[src/rtl/lfsr_word.sv]
`default_nettype none
// ============================================================================
// Module   : lfsr_word
// Purpose  : Fibonacci LFSR that packs its bit stream into WORD_BITS-wide
//            words behind a valid/ready output, with seed reload, zero-lock
//            recovery and a pulse each time the state returns to the seed.
// Revision : 1.0 - initial release
// ============================================================================
module lfsr_word #(
  parameter int unsigned          NUM_BITS  = 16,
  parameter logic [NUM_BITS-1:0]  TAPS      = 16'hD008,
  parameter logic [NUM_BITS-1:0]  SEED      = 16'h0001,
  parameter int unsigned          WORD_BITS = 8
) (
  input  logic                 clk,
  input  logic                 rst_n,
  input  logic                 en,
  input  logic                 seed_load,
  input  logic [NUM_BITS-1:0]  seed_in,
  output logic [WORD_BITS-1:0] out_data,
  output logic                 out_valid,
  input  logic                 out_ready,
  output logic                 wrap
);

  // A one-bit counter is kept even for single-bit words so the compare below
  // stays well formed; it simply never leaves zero.
  localparam int unsigned       CNT_W    = (WORD_BITS > 1) ? $clog2(WORD_BITS) : 1;
  localparam logic [CNT_W-1:0]  CNT_LAST = CNT_W'(WORD_BITS - 1);

  logic [NUM_BITS-1:0]  sr;
  logic [NUM_BITS-1:0]  ref_seed;
  logic [CNT_W-1:0]     cnt;

  logic                 fb;
  logic                 emit;
  logic                 last;
  logic                 step;
  logic [NUM_BITS-1:0]  sr_next;
  logic [NUM_BITS-1:0]  seed_eff;
  logic [WORD_BITS-1:0] word_next;

  assign fb   = ^(sr & TAPS);
  assign emit = sr[NUM_BITS-1];
  assign last = (cnt == CNT_LAST);

  // Only the completing shift needs a free output slot; earlier bits of a
  // word can always be buffered in the assembly register.
  assign step = en && !seed_load && (!last || !out_valid || out_ready);

  // An all-zero state would lock up forever, so it is steered back to SEED.
  assign sr_next  = (sr == '0) ? SEED : {sr[NUM_BITS-2:0], fb};
  assign seed_eff = (seed_in == '0) ? SEED : seed_in;

  // The partial word is only meaningful when a word holds more than one bit.
  generate
    if (WORD_BITS == 1) begin : g_single
      assign word_next = emit;
    end else begin : g_multi
      // Bits already emitted for the word under construction, oldest at MSB.
      logic [WORD_BITS-2:0] asm_word;

      assign word_next = {asm_word, emit};

      // Collect emitted bits; a seed reload discards the partial word.
      always_ff @(posedge clk or negedge rst_n) begin
        if (!rst_n) begin
          asm_word <= '0;
        end else if (seed_load) begin
          asm_word <= '0;
        end else if (step) begin
          asm_word <= word_next[WORD_BITS-2:0];
        end
      end
    end
  endgenerate

  // Generator state: shift register, reference seed and bit counter.
  always_ff @(posedge clk or negedge rst_n) begin
    if (!rst_n) begin
      sr       <= SEED;
      ref_seed <= SEED;
      cnt      <= '0;
    end else if (seed_load) begin
      sr       <= seed_eff;
      ref_seed <= seed_eff;
      cnt      <= '0;
    end else if (step) begin
      sr  <= sr_next;
      cnt <= last ? '0 : cnt + CNT_W'(1);
    end
  end

  // Output word slot: a completing shift refills it even while the old word
  // is being consumed, so a continuous stream has no bubble.
  always_ff @(posedge clk or negedge rst_n) begin
    if (!rst_n) begin
      out_data  <= '0;
      out_valid <= 1'b0;
    end else if (step && last) begin
      out_data  <= word_next;
      out_valid <= 1'b1;
    end else if (out_valid && out_ready) begin
      out_valid <= 1'b0;
    end
  end

  // Period marker: flags the cycle after a shift lands back on the seed.
  always_ff @(posedge clk or negedge rst_n) begin
    if (!rst_n) begin
      wrap <= 1'b0;
    end else begin
      wrap <= step && (sr_next == ref_seed);
    end
  end

endmodule
`default_nettype wire

[config.mk]
export PLATFORM = sky130hd
export DESIGN_NAME = lfsr_word
export DESIGN_NICKNAME = d
export VERILOG_FILES = /design/src/rtl/lfsr_word.sv
export SDC_FILE = /design/constraint.sdc
export NUM_CORES = 1
export LEC_CHECK = 0
export CAP_MARGIN = 10
export CORE_UTILIZATION = 27
export DETAILED_ROUTE_END_ITERATION = 8
export SYNTH_ARGS = -nofsm -noshare
export SYNTH_HDL_FRONTEND = slang
export SYNTH_SLANG_ARGS = --single-unit
[constraint.sdc]
create_clock -name clk -period 2.01 [get_ports clk]
set_input_delay 0.402 -clock clk [delete_from_list [all_inputs] [get_ports clk]]
set_output_delay 0.402 -clock clk [all_outputs]
set_load 0.01 [all_outputs]
==> out/results.md <==
### CTS
* 2 — deepest clock path buffer count
* 52 — CTS sink cnt
* 0 — post-CTS setup buffers
* 0 — count of cells resized by post-cts repair
* 2 — H-Tree Depth
* 5 — clock buffer count from CTS
* 0.31 ns — Clock Latency Late Sink
* sky130_fd_sc_hd__clkbuf_8 — buffer cell driving the clock tree root
* 0 — CTS Hold Bufs
* built — TritonCTS clock tree
* 0.09 ns — register clock-pin slew on the reported worst setup and hold paths

### Run status
* finished clean — status

### Yosys
* 0.00244 mm2 — Synth Cell Area
* 0 — number of flops mapped to enable cells by yosys
* 247 — net count of the mapped netlist
* 52 — flop and latch count out of synthesis
* 11.0 um2 — mean cell area of the mapped netlist
* 35 — number of distinct library cells after synthesis
* sky130_fd_sc_hd__dfrtp_1 — Top FF cell, synth
* 223 — cells after synthesis
* 53.4% — register area share after synthesis
* 100% — async set or reset register ratio after synthesis
* 0 — count of yosys warnings during synthesis

### Setup path
* sky130_fd_sc_hd__ha_1 — dominant cell type by count on the critical path
* sky130_fd_sc_hd__dfrtp_1 — Crit-path slowest cell
* 7 — stages on the worst setup path
* compound AO/OA/AOI/OAI gates — CP top delay family
* ha_1 > ha_1 > and3b_4 > o21a_1 > buf_12 > a31oi_1 > a22oi_1 — CP Cell Sequence
* 7 — worst reg2reg path depth
* flop — CP startpoint kind
* 1 — sum of buffers and inverters on the critical path
* 2.20 ns — required time at the endpoint of the critical path
* flop — Worst Setup End Kind
* 2.03 ns — arrival time worst endpoint
* 0.41 ns — largest stage delay on the critical path
* flop to flop — Setup CP Type
* 16 — crit-path max FO

### Pwr
* 27.6% — net switching fraction of the power
* 0.000254 V — Worst IR Drop VDD
* 15.9% — Comb power frac
* 1.33 nW — Pleak
* 0.00218 W — power consumption
* 0.000601 W — Switch Pwr
* 28.4% — clock group share of total power
* 725 mW/mm2 — total power per unit cell area
* 55.6% — power share of the sequential group
* 0.00158 W — internal power summed over all cells

### STA
* 91.4% — portion of the clock cycle consumed by the worst path in the final layout
* 1.84 ns — post-route minimum period
* 0 — Final Setup Violations
* 0 — total count of hold-check failures in the final report
* 544 MHz — Max Clock Freq
* 0.00952 ns — final setup skew
* 0.0642 ns — Hold Worst Slack
* 0 — final-report max-slew violation count
* 64.7% — relative slew slack
* 0.529 ns — transition time at the pin with the least slew margin
* no — RSZ-0062 raised after global routing
* 0.173 ns — final worst-path setup slack

### Floorplanning
* 31 — total I/O pin count
* 97.1 um — Die Wd
* 0.00872 mm2 — core box area
* 97.1 um — floorplan die height
* 0.00944 mm2 — die area
* 28.0% — Starting Density
* 34 — Row Count

### Route
* 14.6 um — mean routed wirelength per cell
* 0 — final antenna-violating net count
* 5410 um — DRT Wirelength
* 0 — DRC Markers
* 4.77 — Via density
* 59 — DRC marker count from the first detailed-route iteration
* 4 — length of the first detailed-routing pass in iterations
* 1769 — overall via count from detail_route

### Run
* 0 — Max Cap Violations

### Layout
* 0.00301 mm2 — finished layout cell area
* 34.5% — final cell utilization of the core
* 891 — fill count
* 0.00130 mm2 — area occupied by registers
* 286 — number of nets in the finished design
* 14.1% — proportion of layout cells with a drive suffix above 1
* 0 — count of antenna diodes in the layout
* 23.1% — relative area change from synthesis to final layout
* 0.00101 mm2 — footprint of the multi-input gates

### GRT
* 0 — grt total ovfl
* 32 — maximum number of pins on one net before global-route repair
* 0 — initial antenna violation count
* 9500 um — first-pass GRT wire length
* 1887 — number of global-route vias before repair
* 12.6% — Total GRT Usage

### Place
* 30 — PortBufs
* 0.0275 ns — setup slack at placement
* 4040 um — final HPWL from detailed placement
* 0.00292 mm2 — area post-placement
* 0.815 — RD Place Congestion

### Min path
* primary input to async pin — type of the most critical hold path

-- metal layers --
| layer | wire length, um | vias up | track usage, % |
|---|---|---|---|
| met2 | 2450 | 35 | 19.9 |
| met4 | 49 | 0 | 3.90 |
| met1 | 2720 | 869 | 17.3 |
| met3 | 184 | 5 | 2.52 |
| li1 | - | 860 | - |
| met5 | 0 | - | 0 |
-- metrics by stage --
step	TNS [ns]	instances
2_1_floorplan	0	223
4_1_cts	0	371
5_1_grt	0	371
6_report	0	371
3_3_place_gp	-0.0340	363
3_5_place_dp	0	363
-- cell usage after synthesis, drive strengths merged, types with 2 or more instances --
master  number  area [um2]
nor2        15        56.3
dfrtp       50        1250
xnor2       16         140
a22o        10        87.6
buf          5        43.8
mux2         8         120
ha           3        37.5
o21ai       18        90.1
dfstp        2        52.6
nor3         3        26.3
nand2       18        75.1
clkbuf       3        11.3
nand4        3        18.8
a22oi        3        22.5
a41oi        2        36.3
a21oi       26         130
nor4         7        68.8
inv         20        75.1
o21a         2        15.0
-- worst register-to-register path, cell delays in order (launching register included) --
cell and delay, ns:
sky130_fd_sc_hd__dfrtp_1 0.41, sky130_fd_sc_hd__ha_1 0.20, sky130_fd_sc_hd__ha_1 0.24, sky130_fd_sc_hd__and3b_4 0.22, sky130_fd_sc_hd__o21a_1 0.22, sky130_fd_sc_hd__buf_12 0.17
sky130_fd_sc_hd__a31oi_1 0.18, sky130_fd_sc_hd__a22oi_1 0.09
-- cell usage in the layout (no fill, tap or decap), types with 2 or more instances in the layout --
| cell | n |
|---|---|
| sky130_fd_sc_hd__a21oi_1 | 26 |
| sky130_fd_sc_hd__a22o_1 | 10 |
| sky130_fd_sc_hd__a22oi_1 | 3 |
| sky130_fd_sc_hd__buf_12 | 2 |
| sky130_fd_sc_hd__buf_4 | 8 |
| sky130_fd_sc_hd__clkbuf_1 | 2 |
| sky130_fd_sc_hd__clkbuf_8 | 6 |
| sky130_fd_sc_hd__clkdlybuf4s50_1 | 29 |
| sky130_fd_sc_hd__dfrtp_1 | 50 |
| sky130_fd_sc_hd__dfstp_2 | 2 |
| sky130_fd_sc_hd__ha_1 | 3 |
| sky130_fd_sc_hd__inv_1 | 19 |
| sky130_fd_sc_hd__mux2_4 | 8 |
| sky130_fd_sc_hd__nand2_1 | 17 |
| sky130_fd_sc_hd__nand4_1 | 3 |
| sky130_fd_sc_hd__nor2_1 | 15 |
| sky130_fd_sc_hd__nor3_1 | 2 |
| sky130_fd_sc_hd__nor4_1 | 3 |
| sky130_fd_sc_hd__nor4_2 | 4 |
| sky130_fd_sc_hd__o21a_1 | 2 |
| sky130_fd_sc_hd__o21ai_0 | 7 |
| sky130_fd_sc_hd__o21ai_1 | 11 |
| sky130_fd_sc_hd__xnor2_1 | 16 |
-- flip-flops by register name, indices dropped and copies added, names as in the netlist --
signal	count
cnt	3
g_multi.asm_word	7
out_data	8
ref_seed	16
out_valid	1
wrap	1
sr	16
-- path summary, 6_finish.rpt --
| path | startpoint | to | slack (ns) |
|---|---|---|---|
| max | cnt[0] | sr[15] | 0.17 |
| min | rst_n | ref_seed[3] | 0.06 |
| max in group asynchronous | rst_n | sr[11] | 1.40 |
| min in group clk | ref_seed[0] | ref_seed[0] | 0.51 |
| max reg2reg | cnt[0] | sr[15] | 0.17 |
| min reg2reg | ref_seed[0] | ref_seed[0] | 0.51 |
-- power groups by stage --
stage               Clock (W)  Sequential, W  Combinational (W)
detailed placement          0        0.00123           0.000351
finish               0.000620        0.00121           0.000348
global route         0.000680        0.00122           0.000393
CTS                  0.000638        0.00121           0.000352
global placement            0        0.00123           0.000346
floorplan                   0        0.00121           0.000221
-- kinds of logic (layout without fill, tap and decap cells) --
logic type	count (synthesis)	count (layout)	synth area share, %
AOI/OAI and AO/OA	65	65	17.0
xor gates and xnor gates	16	16	5.73
muxes	9	9	5.33
DFF	52	52	53.4
and+or+nand+nor	50	50	11.7
adders and majority gates	3	3	1.54
buffers and inverters	28	68	5.32
-- final cells by class --
class | instances | area share (%)
clock buffer | 8 | 2.99
inverter | 20 | 2.49
multi-input combinational | 143 | 33.6
sequential | 52 | 43.3
tap | 108 | 4.49
timing repair buffer | 40 | 13.1
(Power assumes the default switching activity.)
